File: config.mk
export PLATFORM = sky130hd
export DESIGN_NAME = apb4_slave_interface
export DESIGN_NICKNAME = d
export VERILOG_FILES = /design/src/rtl/apb4_slave_pkg.sv /design/src/rtl/apb4_addr_decode.sv /design/src/rtl/apb4_slave_interface.sv
export SDC_FILE = /design/constraint.sdc
export NUM_CORES = 1
export LEC_CHECK = 0
export ABC_AREA = 1
export CORE_AREA = 3 3 426 428
export CTS_CLUSTER_SIZE = 10
export DETAILED_ROUTE_END_ITERATION = 10
export DIE_AREA = 0 0 429 431
export GPL_TIMING_DRIVEN = 0
export PLACE_DENSITY = 0.39
export REMOVE_ABC_BUFFERS = 1
export SYNTH_ARGS = -nofsm -noshare
export SYNTH_HDL_FRONTEND = slang
export SYNTH_HIERARCHICAL = 1
export SYNTH_SLANG_ARGS = --single-unit
File: constraint.sdc
create_clock -name clk -period 2.8 [get_ports clk]
set_clock_uncertainty 0.2 [all_clocks]
set_input_delay 0.84 -clock clk [delete_from_list [all_inputs] [get_ports clk]]
set_output_delay 0.84 -clock clk [all_outputs]
set_load 0.02 [all_outputs]
File: src/rtl/apb4_slave_pkg.sv
// apb4_slave_pkg: shared types, constants and helpers for the APB4 slave interface.
package apb4_slave_pkg;

   typedef enum logic [0:0] {
      IDLE   = 1'b0,
      ACCESS = 1'b1
   } state_t;

   localparam int WAIT_CNT_W = 4;

   function automatic int idx_width(input int num_regs);
      return (num_regs <= 1) ? 1 : $clog2(num_regs);
   endfunction

endpackage

File: src/rtl/apb4_addr_decode.sv
// apb4_addr_decode: maps a byte address onto a register index with range, alignment and read-only checks.
module apb4_addr_decode
   import apb4_slave_pkg::*;
#(
   parameter int                    ADDR_WIDTH   = 32,
   parameter logic [ADDR_WIDTH-1:0] BASE_ADDRESS = 32'h80000000,
   parameter int                    NUM_REGS     = 28,
   parameter int                    DATA_WIDTH   = 32,
   parameter logic [NUM_REGS-1:0]   RO_MASK      = '0,
   localparam int                   IDX_W        = idx_width(NUM_REGS)
) (
   input  logic [ADDR_WIDTH-1:0] paddr,
   input  logic                  pwrite,
   output logic [IDX_W-1:0]      idx,
   output logic                  in_range,
   output logic                  aligned,
   output logic                  ro_violation
);

   localparam int                  BYTES   = DATA_WIDTH / 8;
   localparam logic [ADDR_WIDTH:0] LIMIT   = (ADDR_WIDTH + 1)'(NUM_REGS * BYTES);
   localparam logic [ADDR_WIDTH-1:0] BYTES_A = ADDR_WIDTH'(BYTES);

   logic [ADDR_WIDTH-1:0] off;
   logic [ADDR_WIDTH-1:0] raw_idx;

   // addresses below the base wrap to huge offsets and fail the range test
   assign off          = paddr - BASE_ADDRESS;
   assign raw_idx      = off / BYTES_A;
   assign in_range     = {1'b0, off} < LIMIT;
   assign aligned      = (off % BYTES_A) == '0;
   assign idx          = in_range ? raw_idx[IDX_W-1:0] : '0;
   assign ro_violation = pwrite & RO_MASK[idx];

endmodule

File: src/rtl/apb4_slave_interface.sv
// apb4_slave_interface: APB4 slave front end with wait states, byte strobes and error response,
// producing one-cycle per-register read/write enables for a peripheral register file.
module apb4_slave_interface
   import apb4_slave_pkg::*;
#(
   parameter int                    ADDR_WIDTH   = 32,
   parameter logic [ADDR_WIDTH-1:0] BASE_ADDRESS = 32'h80000000,
   parameter int                    NUM_REGS     = 28,
   parameter int                    DATA_WIDTH   = 32,
   parameter int                    WAIT_STATES  = 0,
   parameter logic [NUM_REGS-1:0]   RO_MASK      = '0,
   localparam int                   BYTES        = DATA_WIDTH / 8
) (
   input  logic                                 clk,
   input  logic                                 n_rst,
   input  logic [ADDR_WIDTH-1:0]                PADDR,
   input  logic                                 PSEL,
   input  logic                                 PENABLE,
   input  logic                                 PWRITE,
   input  logic [DATA_WIDTH-1:0]                PWDATA,
   input  logic [BYTES-1:0]                     PSTRB,
   input  logic [NUM_REGS-1:0][DATA_WIDTH-1:0]  read_data,
   output logic [NUM_REGS-1:0]                  w_enable,
   output logic [NUM_REGS-1:0]                  r_enable,
   output logic [DATA_WIDTH-1:0]                w_data,
   output logic [BYTES-1:0]                     w_strb,
   output logic [DATA_WIDTH-1:0]                PRDATA,
   output logic                                 PREADY,
   output logic                                 PSLVERR
);

   localparam int IDX_W = idx_width(NUM_REGS);

   state_t                  state;
   logic [WAIT_CNT_W-1:0]   cnt;
   logic [IDX_W-1:0]        idx_q;
   logic                    err_q;
   logic                    wr_q;
   logic [DATA_WIDTH-1:0]   wdata_q;
   logic [BYTES-1:0]        strb_q;
   logic [IDX_W-1:0]        dec_idx;
   logic                    in_range;
   logic                    aligned;
   logic                    ro_violation;
   logic                    done;
   logic                    wr_ok;
   logic                    rd_ok;

   apb4_addr_decode #(
      .ADDR_WIDTH   (ADDR_WIDTH),
      .BASE_ADDRESS (BASE_ADDRESS),
      .NUM_REGS     (NUM_REGS),
      .DATA_WIDTH   (DATA_WIDTH),
      .RO_MASK      (RO_MASK)
   ) u_decode (
      .paddr        (PADDR),
      .pwrite       (PWRITE),
      .idx          (dec_idx),
      .in_range     (in_range),
      .aligned      (aligned),
      .ro_violation (ro_violation)
   );

   always_ff @(posedge clk or negedge n_rst) begin
      if (!n_rst) begin
         state   <= IDLE;
         cnt     <= '0;
         idx_q   <= '0;
         err_q   <= 1'b0;
         wr_q    <= 1'b0;
         wdata_q <= '0;
         strb_q  <= '0;
      end else if (state == IDLE) begin
         if (PSEL && !PENABLE) begin
            state   <= ACCESS;
            cnt     <= WAIT_CNT_W'(WAIT_STATES);
            idx_q   <= dec_idx;
            err_q   <= ~in_range | ~aligned | ro_violation;
            wr_q    <= PWRITE;
            wdata_q <= PWDATA;
            strb_q  <= PSTRB;
         end
      end else if (!PSEL || done) begin
         state <= IDLE;
      end else if (PENABLE && cnt != '0) begin
         cnt <= cnt - 1'b1;
      end
   end

   // a dropped PSEL aborts the access, so completion also requires PSEL
   assign done  = (state == ACCESS) & PSEL & PENABLE & (cnt == '0);
   assign wr_ok = done & ~err_q & wr_q & (|strb_q);
   assign rd_ok = done & ~err_q & ~wr_q;

   always_comb begin
      PREADY   = done;
      PSLVERR  = done & err_q;
      w_enable = wr_ok ? NUM_REGS'(1) << idx_q : '0;
      r_enable = rd_ok ? NUM_REGS'(1) << idx_q : '0;
      w_data   = wr_ok ? wdata_q : '0;
      w_strb   = wr_ok ? strb_q : '0;
      PRDATA   = rd_ok ? read_data[idx_q] : '0;
   end

endmodule

After elaboration in Yosys (flattened, before gate mapping)
Memories as Yosys holds them, arrays and structs flattened.
Cells that the tools add are included.

operators by class
  mux-type cells = 16
  order comparisons = 3
  add/subtract/negate cells = 2
  shift-type cells = 1
  bitwise gates (word level) = 16
  equality and inequality tests = 2
  reductions and logical operators = 12

operator list
  cell                                                                      count
  32-bit binary-select mux with 5-bit select                                1
  32-bit two-way mux                                                        3
  28-bit two-way mux                                                        2
  32-bit zero test                                                          1
  32-bit by 7-bit < comparator with 1-bit output (second input constant)    1
  32-bit subtractor (second input constant)                                 1
  1-bit by 5-bit left shift with 28-bit output (first input constant)       1
  4-bit two-way mux                                                         5
  5-bit by 6-bit < comparator with 1-bit output (second input constant)     2
  1-bit AND                                                                 9
  5-bit two-way mux                                                         1
  1-bit NOT                                                                 5
  4-bit zero test                                                           1
  1-bit two-way mux                                                         4
  4-bit nonzero test                                                        1
  4-bit OR reduction                                                        1
  4-bit by 1-bit subtractor with 4-bit output (second input constant)       1
  3-bit AND reduction                                                       1
  1-bit logical AND                                                         2
  1-bit zero test                                                           2
  2-bit by 1-bit inequality test with 1-bit output (second input constant)  1
  2-bit inequality test (second input constant)                             1
  1-bit OR                                                                  2
  2-bit AND reduction                                                       1
  other kinds (2)                                                           2

word-level totals
  input bits = 969
  output and inout port bits = 126
  memories = 1
  ROM bits = 32
  register bits = 48

memories
  memory           depth  width  rd ports  clocked after memory_dff  write ports  line                    source
  (no name shown)  32     1      1         0                         0            apb4_addr_decode.sv:33  assign ro_violation = pwrite & RO_MASK[idx];

Logic depth before layout (Yosys ltp)
Gate-level depths: netlist of the first run.

  word-level depth = 7
  depth in mapped cells = 12

Cells and area by module
Netlist of the first run, hierarchy kept.

by module, submodules not included
  module                cells each  times used  seq. area each (um^2)  area an instance (um^2)
  apb4_slave_interface  2,852       1           1,201.2                12,400.6
  apb4_addr_decode      51          1           0.0                    211.5

Worst setup path before layout of the first run
OpenSTA, ideal clock, no wires.

  path kind = input -> output
  start = in PENABLE
  end = out w_data[0]
  buffers on the path = 1
  arrival = 2,047 ps
  path slack = -287 ps
  data required time = 1,760 ps
  cell stages on the path = 5
  path through = nand3_1 nor2_2 nand4_2 buf_6 nor2_1

between the ends
  word-level cells in the longest chain between the ends = 6

RTL lines
  item                     line                         source
  start: declaration       apb4_slave_interface.sv:18   input logic PENABLE,
  1-bit AND (2 in series)  apb4_slave_interface.sv:91   assign done = (state == ACCESS) & PSEL & PENABLE & (cnt == '0);
  via PREADY               apb4_slave_interface.sv:28   output logic PREADY,
  1-bit AND (3 in series)  apb4_slave_interface.sv:92   assign wr_ok = done & ~err_q & wr_q & (|strb_q);
  32-bit two-way mux       apb4_slave_interface.sv:100  w_data = wr_ok ? wdata_q : '0;
  end: declaration         apb4_slave_interface.sv:25   output logic [DATA_WIDTH-1:0] w_data,

The timed path passes the listed nets, and every way through them passes these cells.

Final worst setup path of the first run
  start = reg idx_q[0]
  end = out PRDATA[4]

between the ends
  word-level cells in the longest chain between the ends = 3

RTL lines
  item                                        line                         source
  start: declaration                          apb4_slave_interface.sv:36   logic [IDX_W-1:0] idx_q;
  start signal: assignment                    apb4_slave_interface.sv:77   idx_q <= dec_idx;
  32-bit binary-select mux with 5-bit select  apb4_slave_interface.sv:102  PRDATA = rd_ok ? read_data[idx_q] : '0;
  32-bit two-way mux (not written as such)    apb4_slave_interface.sv:102
  32-bit two-way mux                          apb4_slave_interface.sv:102
  end: declaration                            apb4_slave_interface.sv:27   output logic [DATA_WIDTH-1:0] PRDATA,

No other way between the ends. The select of a mux whose other input is x is not followed.

==> implementation parameters, run 1 <==
Parameter                              Value

Detailed routing
  Number of nets still failing antenna checks after routing ... 0
  Routed via count ... 23,959
  DRT Wirelength ... 168 mm
  Routed via count divided by cell count ... 3.71
  Remaining design rule violation count ... 0
  DRC violation total after the first TritonRoute iteration ... 1,998
  Wire length per cell ... 26.1 µm
  Detailed-routing iteration count for the pre-antenna-repair pass ... 6

STA
  Share of the clock period used by the worst path after layout ... 132%
  Setup WS post-layout ... -884 ps
  Slew at the pin with the worst max-slew slack ... 629 ps
  Unrepaired setup endpoints after global routing ... yes
  Final-report setup violation count ... 124
  Tmin final ... 3680 ps
  Slew margin rel. ... 57.9%
  Fin Setup TNS ... -65,350 ps
  Slew Viols, Final ... 0
  Min Hold Slack ... 338 ps
  Maximum clock frequency ... 271 MHz
  Hold Vio Cnt, Final ... 0

Synthesis
  Count of cell types in the netlist ... 29
  Library cell with the highest instance count after synthesis ... sky130_fd_sc_hd__nand2_1
  Area share of the leading cell type in the synthesized netlist ... 63.2%
  Average footprint of a synthesized cell ... 4.34 µm²
  Count of state elements after synthesis ... 48
  Gate count after technology mapping ... 2,903
  Mapped Area ... 12,600 µm²
  Register area share after synthesis ... 9.52%
  Number of flops mapped to enable cells by yosys ... 0
  Top cells by area in the synthesized netlist ... sky130_fd_sc_hd__nand2_1 63%, sky130_fd_sc_hd__dfrtp_1 9.5%, sky130_fd_sc_hd__nor2_1 5.4%
  Ys async rst share ... 100%
  Cell taking the most area after synthesis ... sky130_fd_sc_hd__nand2_1
  Yosys warns ... 6
  Dominant synthesized flop cell ... sky130_fd_sc_hd__dfrtp_1
  Top cell types by occurrence after synthesis ... 2,122 x sky130_fd_sc_hd__nand2_1, 182 x sky130_fd_sc_hd__nor2_1, 124 x sky130_fd_sc_hd__nand3_1, 96 x sky130_fd_sc_hd__buf_2, 95 x sky130_fd_sc_hd__o21ai_0

GRT
  Vias in the first global route ... 23,024
  Initial antenna violation count ... 54
  Pin count of the biggest net entering global routing ... 76
  GR Util All Layers ... 17.0%
  Global-route wire length before repair ... 214 mm
  Total grt overflow ... 0

CTS
  Clock root buffer ... sky130_fd_sc_hd__clkbuf_16
  Clock latency of the later-clocked register in the worst-skew pair ... 290 ps
  Hold Buf Count CTS ... 0
  Bufs on Longest Clock Path ... 2
  Total clock buffers created by CTS ... 5
  Post-CTS clock slew at the launch and capture registers of the worst setup and hold paths ... 70 ps
  TritonCTS clock tree ... built
  Number of sinks on the clock net ... 48
  Total number of H-tree levels ... 2

Floorplan
  Vert. Die Dim ... 431 µm
  Area of the die ... 185,000 µm²
  Number of core rows ... 155
  Standard cell core area ... 178,000 µm²
  Width of the die ... 429 µm
  Top-Level Pins ... 1,095
  Initial Util ... 7.08%

Outcome
  Status ... finished with violations
  Violated checks ... negative setup slack

Setup path
  Cell with the biggest individual delay on the critical path ... sky130_fd_sc_hd__dfrtp_4
  Delay of the slowest cell on the worst path ... 520 ps
  Dominant cell type by count on the critical path ... sky130_fd_sc_hd__nand2_1
  Maximum net fanout on the critical path ... 9
  Crit Path Category ... register to output port
  Slack of the worst reg-to-reg path ... 650 ps
  Crit-path cells ... buf_16 -> buf_16 -> clkinv_16 -> buf_16 -> buf_12 -> nand2_2 -> nand2_1 -> nand2_1 -> nand2_1 -> nand2_1 -> nand3_2 -> nor2_4 -> nor2_1 -> buf_4
  Cell family with most CP delay ... buffers and inverters
  Critical Path End Type ... output port
  Beginning of the worst register-to-register path ... state$_DFF_PN0_
  Critical path arrival ... 2640 ps
  Buffers plus inverters on the worst setup path ... 6
  Length in cells of the worst reg-to-reg path ... 6
  Worst reg2reg path endpoint ... wdata_q[0]$_DFFE_PN0P_
  CP required ... 1760 ps
  Crit path launch type ... register

Placement
  Final weighted congestion in routability-driven placement ... 0.891
  Number of input and output port buffers inserted ... 1,094
  HPWL after detailed placement ... 111 mm
  Count of placed standard cells including taps ... 6,188

Power
  Power per cell area ... 146 nW/µm²
  Leakage ... 14.4 nW
  Worst vdd ir ... 0.187 mV

Cells and area
  Multi-input gate area ... 12,200 µm²
  Area used by sequential logic in the layout ... 1210 µm²
  Number of nets at the end of the flow ... 5,046
  Fraction of layout cells with a size suffix above 1 ... 18.7%
  Number of fill cells in the layout ... 20,620
  Area added between synthesis and finish ... 159%
  Number of cells in the finished layout apart from fillers ... 6,455

Hold path
  Class of the tightest hold or removal check ... input pin to async pin

Run
  Max-cap check violation count ... 0
-- registers in the layout, summed over array words and instances, names as in the netlist --
name,flops
idx_q,5
cnt,4
state,1
err_q,1
wr_q,1
strb_q,4
wdata_q,32
-- cells in the final DEF, fill, tap and decap left out, types with 3 or more instances in the layout --
master,n
sky130_fd_sc_hd__clkdlybuf4s50_1,965
sky130_fd_sc_hd__nor2_1,60
sky130_fd_sc_hd__nand2_1,1976
sky130_fd_sc_hd__inv_16,10
sky130_fd_sc_hd__nand2_8,8
sky130_fd_sc_hd__clkbuf_16,9
sky130_fd_sc_hd__inv_1,62
sky130_fd_sc_hd__a21oi_1,27
sky130_fd_sc_hd__nand3_4,17
sky130_fd_sc_hd__o21ai_1,25
sky130_fd_sc_hd__o21ai_4,14
sky130_fd_sc_hd__dfrtp_4,3
sky130_fd_sc_hd__nor2_4,108
sky130_fd_sc_hd__inv_2,3
sky130_fd_sc_hd__nand3_2,26
sky130_fd_sc_hd__bufbuf_16,14
sky130_fd_sc_hd__buf_8,13
sky130_fd_sc_hd__buf_6,160
sky130_fd_sc_hd__o21ai_0,64
sky130_fd_sc_hd__clkinv_8,6
sky130_fd_sc_hd__buf_12,68
sky130_fd_sc_hd__buf_4,71
sky130_fd_sc_hd__diode_2,23
sky130_fd_sc_hd__nand3_1,81
sky130_fd_sc_hd__inv_8,3
sky130_fd_sc_hd__clkinv_16,4
sky130_fd_sc_hd__nand2_4,32
sky130_fd_sc_hd__nand2_2,107
sky130_fd_sc_hd__nor2_2,20
sky130_fd_sc_hd__buf_16,46
sky130_fd_sc_hd__dfrtp_1,45
sky130_fd_sc_hd__o21ai_2,6
-- power breakdown --
part	leakage (nW)	internal (mW)	switching, mW	total, mW
Sequential	0.599	0.855	0.0714	0.926
Clock	0.0946	0.516	0.299	0.815
Combinational	13.8	1.76	1.25	3.02
Total	14.4	3.14	1.62	4.76
-- repair_timing --
action                      CTS  global route
pin swaps                    69            84
buffers inserted            125            51
cloned                       71            10
setup endpoints to repair   126           126
resized for setup          1286           300
-- through the flow --
| step | total power, mW | cell area (µm²) | worst slack [ps] | utilization (%) |
|---|---|---|---|---|
| 3_5_place_dp | 3.46 | 26300 | -4010 | 14.8 |
| 4_1_cts | 4.64 | 31400 | -901 | 17.6 |
| 3_3_place_gp | 3.43 | 25500 | -30930 | 14.3 |
| 6_report | 4.76 | 32700 | -884 | 18.3 |
| 5_1_grt | 5.06 | 32700 | -939 | 18.3 |
| 2_1_floorplan | 1.65 | 11600 | -11890 | - |
-- cell type report --
class | count | share of cell area, %
multi-input combinational | 2587 | 37.2
inverter | 69 | 1.01
clock buffer | 5 | 0.383
sequential | 48 | 3.71
timing repair inverter | 21 | 1.19
antenna | 23 | 0.176
clock inverter | 3 | 0.210
tap | 2355 | 9.01
timing repair buffer | 1344 | 47.1
-- routing by layer --
metal / part of all wire [%] / GRT usage [%] / vias up
met5: 0.049 / 0 / -
met2: 47 / 28.9 / 1249
met1: 41 / 21.7 / 11327
met3: 9.1 / 4.42 / 187
met4: 2.4 / 3.01 / 12
li1: - / - / 11184
-- logic make-up after synthesis --
kind of cell	count (synthesis)	share of synthesized area [%]
other	1	0.0297
buffers and inverters	271	10.4
multiplexers	1	0.0893
adder cells (fa/ha/maj)	1	0.0992
AND/OR/NAND/NOR	2440	74.2
XOR/XNOR	1	0.0695
flip-flops	48	9.52
AO/OA/AOI/OAI	140	5.57
-- worst max path at each step --
stage                         startpoint  slack, ps    endpoint  cells after the start
finish              idx_q[0]$_DFFE_PN0P_       -880   PRDATA[4]                     14
global route        idx_q[0]$_DFFE_PN0P_       -940  PRDATA[13]                     15
CTS                 idx_q[0]$_DFFE_PN0P_       -900  PRDATA[11]                     13
detailed placement  idx_q[0]$_DFFE_PN0P_      -4010  PRDATA[11]                     13
global placement    idx_q[0]$_DFFE_PN0P_     -30930  PRDATA[20]                      9
floorplan           idx_q[0]$_DFFE_PN0P_     -11890  PRDATA[14]                      8
(Power assumes the default switching activity.)
==> run 2, diff against run 1 <==
--- a/config.mk
+++ b/config.mk
@@ -13,6 +13,7 @@
 export GPL_TIMING_DRIVEN = 0
 export PLACE_DENSITY = 0.39
 export REMOVE_ABC_BUFFERS = 1
+export SLEW_MARGIN = 10
 export SYNTH_ARGS = -nofsm -noshare
 export SYNTH_HDL_FRONTEND = slang
 export SYNTH_HIERARCHICAL = 1
==> constraint.sdc (replaced) <==
create_clock -name clk -period 3.5 [get_ports clk]
set_clock_uncertainty 0.2 [all_clocks]
set_input_delay 1.05 -clock clk [delete_from_list [all_inputs] [get_ports clk]]
set_output_delay 1.05 -clock clk [all_outputs]
set_load 0.02 [all_outputs]
==> run 2 against run 1 <==
The flow still finishes with violations (negative setup slack). Sequential power down 20%. Non-clock buffer count fell by 5. Count of clock-buffer cells in the layout grew 1.
==> implementation parameters, run 2 (synthesis results as in run 1) <==
Parameter                              Value

STA
  Slew Viols, Final ... 0
  Share of the clock period used by the worst path after layout ... 109%
  Tmin final ... 3820 ps
  Hold Vio Cnt, Final ... 0
  Slew margin rel. ... 46.1%
  Min Hold Slack ... 291 ps
  Final-report setup violation count ... 95
  Slew at the pin with the worst max-slew slack ... 805 ps
  Setup WS post-layout ... -324 ps
  Unrepaired setup endpoints after global routing ... yes
  Maximum clock frequency ... 261 MHz

Detailed routing
  Detailed-routing iteration count for the pre-antenna-repair pass ... 6
  DRC violation total after the first TritonRoute iteration ... 2,116
  Remaining design rule violation count ... 0
  Wire length per cell ... 25.9 µm
  Routed via count divided by cell count ... 3.71
  DRT Wirelength ... 167 mm
  Number of nets still failing antenna checks after routing ... 0
  Routed via count ... 23,816

Setup path
  Critical path arrival ... 2570 ps
  Crit path launch type ... register
  Worst reg2reg path endpoint ... wdata_q[0]$_DFFE_PN0P_
  Slack of the worst reg-to-reg path ... 1240 ps
  Dominant cell type by count on the critical path ... sky130_fd_sc_hd__nand2_1
  Length in cells of the worst reg-to-reg path ... 5
  Maximum net fanout on the critical path ... 11
  Buffers plus inverters on the worst setup path ... 7
  Beginning of the worst register-to-register path ... state$_DFF_PN0_
  Delay of the slowest cell on the worst path ... 500 ps
  Cell family with most CP delay ... buffers and inverters
  Crit Path Category ... register to output port
  Cell with the biggest individual delay on the critical path ... sky130_fd_sc_hd__dfrtp_4
  Critical Path End Type ... output port
  CP required ... 2250 ps
  Crit-path cells ... buf_16 -> inv_16 -> buf_16 -> buf_4 -> buf_4 -> buf_16 -> nand2_1 -> nand2_1 -> nand2_1 -> nand2_1 -> nand2_1 -> nand2_1 -> o21ai_4 -> nor2_1 -> buf_4

CTS
  Clock latency of the later-clocked register in the worst-skew pair ... 300 ps
  Clock root buffer ... sky130_fd_sc_hd__clkbuf_16
  Number of sinks on the clock net ... 48
  Hold Buf Count CTS ... 0
  Total clock buffers created by CTS ... 5
  Total number of H-tree levels ... 2
  Bufs on Longest Clock Path ... 2
  TritonCTS clock tree ... built
  Post-CTS clock slew at the launch and capture registers of the worst setup and hold paths ... 70 ps

Power
  Sequential share of power ... 21.0%
  Tot Pwr ... 3.53 mW
  Proportion of power drawn by the clock network ... 14.8%
  Leakage ... 14.4 nW
  Net switching share of the total power ... 34.7%
  Comb power frac ... 64.2%
  Internal Pwr Total ... 2.30 mW
  Worst vdd ir ... 0.156 mV
  Power per cell area ... 110 nW/µm²
  Switching power total ... 1.23 mW

Cells and area
  Fraction of layout cells with a size suffix above 1 ... 18.9%
  Register containing the most flip-flops in the final layout ... wdata_q
  Largest registers ... wdata_q (32), idx_q (5)
  Area added between synthesis and finish ... 156%
  Leading cell type in the layout, fill and taps excluded ... sky130_fd_sc_hd__nand2_1
  Flip-flop count of the largest register, all copies and words added ... 32
  Final std cell area, no fill ... 32,200 µm²
  Number of nets at the end of the flow ... 5,026
  Number of cells in the finished layout apart from fillers ... 6,426
  Leading cell types in the layout, fill and taps excluded ... 1,948 x sky130_fd_sc_hd__nand2_1, 940 x sky130_fd_sc_hd__clkdlybuf4s50_1, 128 x sky130_fd_sc_hd__nand2_2
  Number of fill cells in the layout ... 20,684

GRT
  GR Util All Layers ... 16.5%
  Pin count of the biggest net entering global routing ... 60
  Global-route wire length before repair ... 208 mm
  Total grt overflow ... 0
  Initial antenna violation count ... 48
  Vias in the first global route ... 22,681

Placement
  Number of input and output port buffers inserted ... 1,094
  Worst-case setup slack after placement ... -2810 ps
  HPWL after detailed placement ... 112 mm
  Final weighted congestion in routability-driven placement ... 0.891
  Standard cell area after detailed placement ... 26,400 µm²
  Count of placed standard cells including taps ... 6,192

Floorplan
  Area of the die ... 185,000 µm²
  Initial Util ... 7.08%
  Vert. Die Dim ... 431 µm
  Number of core rows ... 155
  Standard cell core area ... 178,000 µm²
  Width of the die ... 429 µm
  Top-Level Pins ... 1,095

Outcome
  Violated checks ... negative setup slack
  Status ... finished with violations

Run
  Max-cap check violation count ... 0

Hold path
  Hold_sp ... cnt[0]$_DFFE_PN0P_
  Class of the tightest hold or removal check ... register to register
  Endpoint, Worst Hold ... cnt[0]$_DFFE_PN0P_
  Worst Hold Depth ... 1
## run 2: cell count changes in the layout (fill, tap and decap cells not counted), sizes merged, moves of 3 or more
cell,change
buf,-29
bufbuf,-4
clkbuf,+29
clkdlybuf4s50,-25
clkinv,-7
diode,-9
dlygate4sd2,+22
dlymetal6s2s,+3
inv,-5
## run 2: final cells by class
type	count	area (µm²)	share of cell area, %
Antenna cell	14	35.0	0.109
Clock buffer	6	139	0.431
Clock inverter	2	13.8	0.0427
Inverter	69	323	1.00
Multi-Input combinational cell	2585	12200	37.7
Sequential cell	48	1210	3.77
Tap cell	2355	2950	9.14
Timing Repair Buffer	1339	15300	47.5
Timing Repair inverter	8	98.8	0.307
## run 2: metrics by stage
step           setup TNS, ps  util [%]
2_1_floorplan        -935660         -
3_3_place_gp        -2681790      14.3
3_5_place_dp         -199510      14.8
4_1_cts               -16490      17.2
5_1_grt               -23510      18.1
6_report              -16690      18.1
## run 2: worst max path at each step
stage                               startpoint         end  slack [ps]  depth (start not counted)
after CTS                       read_data[779]  PRDATA[11]        -360                         10
after detailed placement  idx_q[0]$_DFFE_PN0P_  PRDATA[11]       -2810                         13
final                     idx_q[0]$_DFFE_PN0P_  PRDATA[16]        -320                         15
after floorplan           idx_q[0]$_DFFE_PN0P_  PRDATA[14]      -11400                          8
after global placement    idx_q[0]$_DFFE_PN0P_  PRDATA[20]      -30440                          9
after global routing                   PENABLE  PRDATA[29]        -390                         12
## run 2: power by group through the flow
stage / logic (mW) / clock network, mW / registers, mW
6_report: 2.27 / 0.523 / 0.742
5_1_grt: 2.47 / 0.555 / 0.756
4_1_cts: 2.19 / 0.535 / 0.740
3_5_place_dp: 2.01 / 0 / 0.745
3_3_place_gp: 2.00 / 0 / 0.746
2_1_floorplan: 0.586 / 0 / 0.734
## run 2: routing by layer
layer  global-route usage [%]  vias up  share of wire [%]
met5                        0        -              0.045
met4                     2.53       10                1.9
met3                     3.63      164                8.4
met2                     28.2     1233                 47
met1                     21.5    11296                 43
li1                         -    11113                  -
## run 2: what timing repair did
action / 4_1_cts / 5_1_grt
endpoints found under the setup margin: 126 / 124
setup buffers: 108 / 36
resized for setup: 1037 / 443
pin swaps: 120 / 90
cloned: 61 / 20
==> run 3, diff against run 2 <==
--- a/config.mk
+++ b/config.mk
@@ -18,3 +18,4 @@
 export SYNTH_HDL_FRONTEND = slang
 export SYNTH_HIERARCHICAL = 1
 export SYNTH_SLANG_ARGS = --single-unit
+export TNS_END_PERCENT = 5
==> run 3 against run 2 <==
The run still ends with negative setup slack left. Global-route usage decreased by 0.70 points. Register-to-register slack improved by 30 ps. Via count decreased by 3.9%.
==> implementation parameters, run 3 (synthesis results as in run 1) <==
Parameter                              Value

Setup path
  Critical path arrival ... 2570 ps
  Cell family with most CP delay ... buffers and inverters
  CP required ... 2250 ps
  Crit-path cells ... buf_8 -> nand3_4 -> nor2_4 -> buf_6 -> nand4_4 -> buf_6 -> buf_16 -> nor2_4 -> clkdlybuf4s15_1
  Delay of the slowest cell on the worst path ... 350 ps
  Buffers plus inverters on the worst setup path ... 5
  Cell with the biggest individual delay on the critical path ... sky130_fd_sc_hd__clkdlybuf4s15_1
  Maximum net fanout on the critical path ... 22
  Crit Path Category ... input pin to output port
  Crit path launch type ... input pin
  Critical Path End Type ... output port

STA
  Setup WS post-layout ... -323 ps
  Unrepaired setup endpoints after global routing ... yes
  Tmin final ... 3820 ps
  Hold Vio Cnt, Final ... 0
  Slew Viols, Final ... 0
  Slew margin rel. ... 47.7%
  Slew at the pin with the worst max-slew slack ... 780 ps
  Share of the clock period used by the worst path after layout ... 109%
  Final-report setup violation count ... 100
  Maximum clock frequency ... 262 MHz

Placement
  Worst-case setup slack after placement ... -2810 ps
  Final weighted congestion in routability-driven placement ... 0.891
  HPWL after detailed placement ... 112 mm
  Number of input and output port buffers inserted ... 1,094

Floorplan
  Width of the die ... 429 µm
  Vert. Die Dim ... 431 µm
  Standard cell core area ... 178,000 µm²
  Number of core rows ... 155
  Top-Level Pins ... 1,095
  Area of the die ... 185,000 µm²
  Initial Util ... 7.08%

Run
  Max-cap check violation count ... 0

Detailed routing
  Routed via count ... 22,889
  Wire length per cell ... 24.8 µm
  Detailed-routing iteration count for the pre-antenna-repair pass ... 7
  DRT Wirelength ... 158 mm
  Routed via count divided by cell count ... 3.60
  DRC violation total after the first TritonRoute iteration ... 1,933
  Number of nets still failing antenna checks after routing ... 0
  Remaining design rule violation count ... 0

GRT
  Pin count of the biggest net entering global routing ... 64
  Initial antenna violation count ... 49
  Vias in the first global route ... 22,084
  Global routing met1 resource utilization ... 20.3%
  Most crowded layer after global routing ... met2
  Met3 Use GR ... 3.50%
  Global-route wire length before repair ... 200 mm
  Total grt overflow ... 0
  Met2 routing resource usage after global routing ... 27.3%
  GR Util All Layers ... 15.8%

Power
  Leakage ... 13.5 nW
  Worst vdd ir ... 0.151 mV
  Power per cell area ... 115 nW/µm²

Cells and area
  Number of nets at the end of the flow ... 4,947
  Area added between synthesis and finish ... 135%
  Leading cell type in the layout, fill and taps excluded ... sky130_fd_sc_hd__nand2_1
  Largest registers ... wdata_q (32), idx_q (5)
  Final core utilization ... 16.6%
  Fraction of layout cells with a size suffix above 1 ... 11.6%
  Number of fill cells in the layout ... 20,899
  Register containing the most flip-flops in the final layout ... wdata_q
  Leading cell types in the layout, fill and taps excluded ... 2,047 x sky130_fd_sc_hd__nand2_1, 954 x sky130_fd_sc_hd__clkdlybuf4s50_1, 139 x sky130_fd_sc_hd__nor2_1
  Flip-flop count of the largest register, all copies and words added ... 32
  Area used by sequential logic in the layout ... 1210 µm²
  Multi-input gate area ... 11,000 µm²

Outcome
  Status ... finished with violations
  Violated checks ... negative setup slack

CTS
  Bufs on Longest Clock Path ... 2
  Total clock buffers created by CTS ... 5
  TritonCTS clock tree ... built
  Number of sinks on the clock net ... 48
  Post-CTS clock slew at the launch and capture registers of the worst setup and hold paths ... 70 ps
  Total number of H-tree levels ... 2
  Clock root buffer ... sky130_fd_sc_hd__clkbuf_16
  Clock latency of the later-clocked register in the worst-skew pair ... 300 ps

Hold path
  Class of the tightest hold or removal check ... register to register
run 3: changes by cell type in the layout (fill, tap and decap cells not counted), sizes merged:
| cell | change |
|---|---|
| dlymetal6s2s | -1 |
| clkdlybuf4s15 | +22 |
| clkbuf | -23 |
| buf | -93 |
| inv | -1 |
| dlygate4sd2 | +2 |
| clkinv | -1 |
| bufbuf | +2 |
| diode | +7 |
| clkdlybuf4s50 | +14 |
run 3: report_power, final:
group	internal (mW)	leakage, nW	total, mW	switching [mW]
Combinational	1.29	12.8	2.15	0.862
Clock	0.287	0.0774	0.518	0.232
Sequential	0.684	0.599	0.741	0.0570
Total	2.26	13.5	3.41	1.15
run 3: routing by layer:
metal / share of wire, % / vias to the layer above
met3: 8.1 / 147
met4: 2.1 / 12
met2: 48 / 1072
met1: 42 / 10718
li1: - / 10940
met5: 0.056 / -
run 3: stage by stage:
stage	total power, mW	setup TNS (ps)	area, µm²	std cells	hold WS, ps
global placement	2.74	-2681790	25500	6150	286
detailed placement	2.76	-199510	26400	6192	283
CTS	3.43	-11570	29000	6310	292
finish	3.41	-12580	29600	6354	287
global route	3.67	-21250	29600	6345	317
floorplan	1.32	-935660	11600	2701	258
run 3: layout make-up:
cell class | count | area share (%)
repair buffers | 1262 | 46.9
well taps | 2355 | 9.95
repair inverters | 6 | 0.211
diodes | 21 | 0.177
inverters | 69 | 1.04
clock buffers | 6 | 0.469
multi-input cells | 2585 | 37.1
flip-flops and latches | 48 | 4.10
clock inverters | 2 | 0.0465
run 3: worst paths after layout:
kind                                     from                endpoint  slack [ps]  cells past startpoint
setup / recovery                      PENABLE            w_enable[24]        -320                      9
hold / removal             cnt[0]$_DFFE_PN0P_      cnt[0]$_DFFE_PN0P_         290                      1
setup reg to reg              state$_DFF_PN0_  wdata_q[0]$_DFFE_PN0P_        1270                      5
hold reg to reg            cnt[0]$_DFFE_PN0P_      cnt[0]$_DFFE_PN0P_         290                      1
max in group asynchronous               n_rst    idx_q[0]$_DFFE_PN0P_        1930                      1
min in group asynchronous               n_rst    idx_q[2]$_DFFE_PN0P_         600                      1
run 3: what timing repair did:
action	4_1_cts	5_1_grt
setup endpoints to repair	126	124
hold buffers	0	0
resized for setup	860	44
buffers inserted	68	12
gates cloned	42	11
pin swaps	35	9
==> edit, RTL diff (flow settings as in run 1) <==
Make the reset (`n_rst`) synchronous in one clocked block.
--- a/src/rtl/apb4_slave_interface.sv
+++ b/src/rtl/apb4_slave_interface.sv
@@ -61,7 +61,7 @@
       .ro_violation (ro_violation)
    );
 
-   always_ff @(posedge clk or negedge n_rst) begin
+   always_ff @(posedge clk) begin
       if (!n_rst) begin
          state   <= IDLE;
          cnt     <= '0;
Check against the original RTL: differs if n_rst is asserted again (counterexample within 4 cycles, from zero or initial values and one cycle with n_rst low); with n_rst held inactive, the same outputs for 4 cycles.
==> edit against run 1 <==
- the run still ends with setup timing left
- register-to-register slack worse by 0.17 ns
- clock power up 2%
- sequential cell count unchanged
- power up 39%
- wire length up 2.7%
- worst setup slack better by 0.099 ns
- final area down 0.45%
- area after synthesis down 1.8%
- critical path depth up 1
- critical endpoint unchanged
==> edit: results <==
[synthesis]
syn_inst = 2914
synth_cell_types = 28
synth_area_leaders = "nand2_1, dfxtp_1, nor2_1, nand3_1, buf_2"

[global_route]
grtUsageMet3_pct = 3.50
use_met1_pct = 20.8
grt_pass1_wl_mm = 218
grt_pass1_vias = 22619

[layout]
finalNetCount = 5041
fill_cells = 20557
drive_above_1_share_pct = 18.9

[route]
wl_met1_mm = 67.3
dr.first_iter.drc_count = 1775
wl_per_cell_um = 26.8
wl_met2_mm = 88.6

[setup_path]
ff2ff_path_depth = 4
slowest_delay_ns = 0.41
r2r-start = "state"

[sta]
finalSetupViolCount = 124
layout_setup_ws_ns = -0.785

[place]
gp_congestion = 0.853
pre_cts_ws_ns = -4.06

[run_status]
violations = "setup timing"
status = "finished with violations"

[power_and_ir_drop]
cellLeakagePower_nw = 14.5
ir_drop_uv = 230

[clocking]
post_cts_buffers = 126
## edit: changes by cell type after synthesis, moves of 16 or more
cell,run 1,this run
a21oi_1,30,78
buf_2,96,113
dfrtp_1,48,0
dfxtp_1,0,48
nand2_1,2122,2085
o21ai_0,95,79
## edit: final cells by class
type | count | area, µm² | share of cell area, %
antenna | 14 | 35.0 | 0.108
clock buffer | 5 | 125 | 0.384
clock inverter | 3 | 68.8 | 0.211
inverter | 70 | 327 | 1.00
multi-input combinational | 2594 | 12300 | 37.8
sequential | 48 | 973 | 2.99
tap | 2355 | 2950 | 9.05
timing repair buffer | 1346 | 15700 | 48.3
timing repair inverter | 6 | 60.1 | 0.185
## edit: cell families after synthesis
| group | synth area share, % |
|---|---|
| adder cells (fa/ha/maj) | 0.101 |
| AO/OA/AOI/OAI | 7.49 |
| XOR/XNOR | 0.141 |
| other | 0.0303 |
| AND/OR/NAND/NOR | 74.3 |
| flip-flops | 7.76 |
| buffers and inverters | 10.2 |
## edit: worst reg2reg max path: stages, from the launching register on
cell,delay [ns]
dfxtp_1,0.38
inv_1,0.17
nand3_4,0.71
o21ai_0,0.66
a21oi_1,0.07
## edit: report_power, final
group / switching [mW] / internal [mW]
clock network: 0.313 / 0.516
registers: 0.0249 / 0.727
logic: 2.54 / 2.48
## edit: how the worst min path moves through the flow
| stage | from | end | slack [ns] | depth (start not counted) |
|---|---|---|---|---|
| 2_1_floorplan | wdata_q[0] | wdata_q[0] | 0.23 | 2 |
| 3_3_place_gp | wdata_q[12] | wdata_q[12] | 0.24 | 2 |
| 3_5_place_dp | wdata_q[15] | wdata_q[15] | 0.25 | 2 |
| 4_1_cts | cnt[0] | cnt[0] | 0.29 | 2 |
| 5_1_grt | cnt[0] | cnt[0] | 0.30 | 2 |
| 6_report | cnt[0] | cnt[0] | 0.29 | 2 |
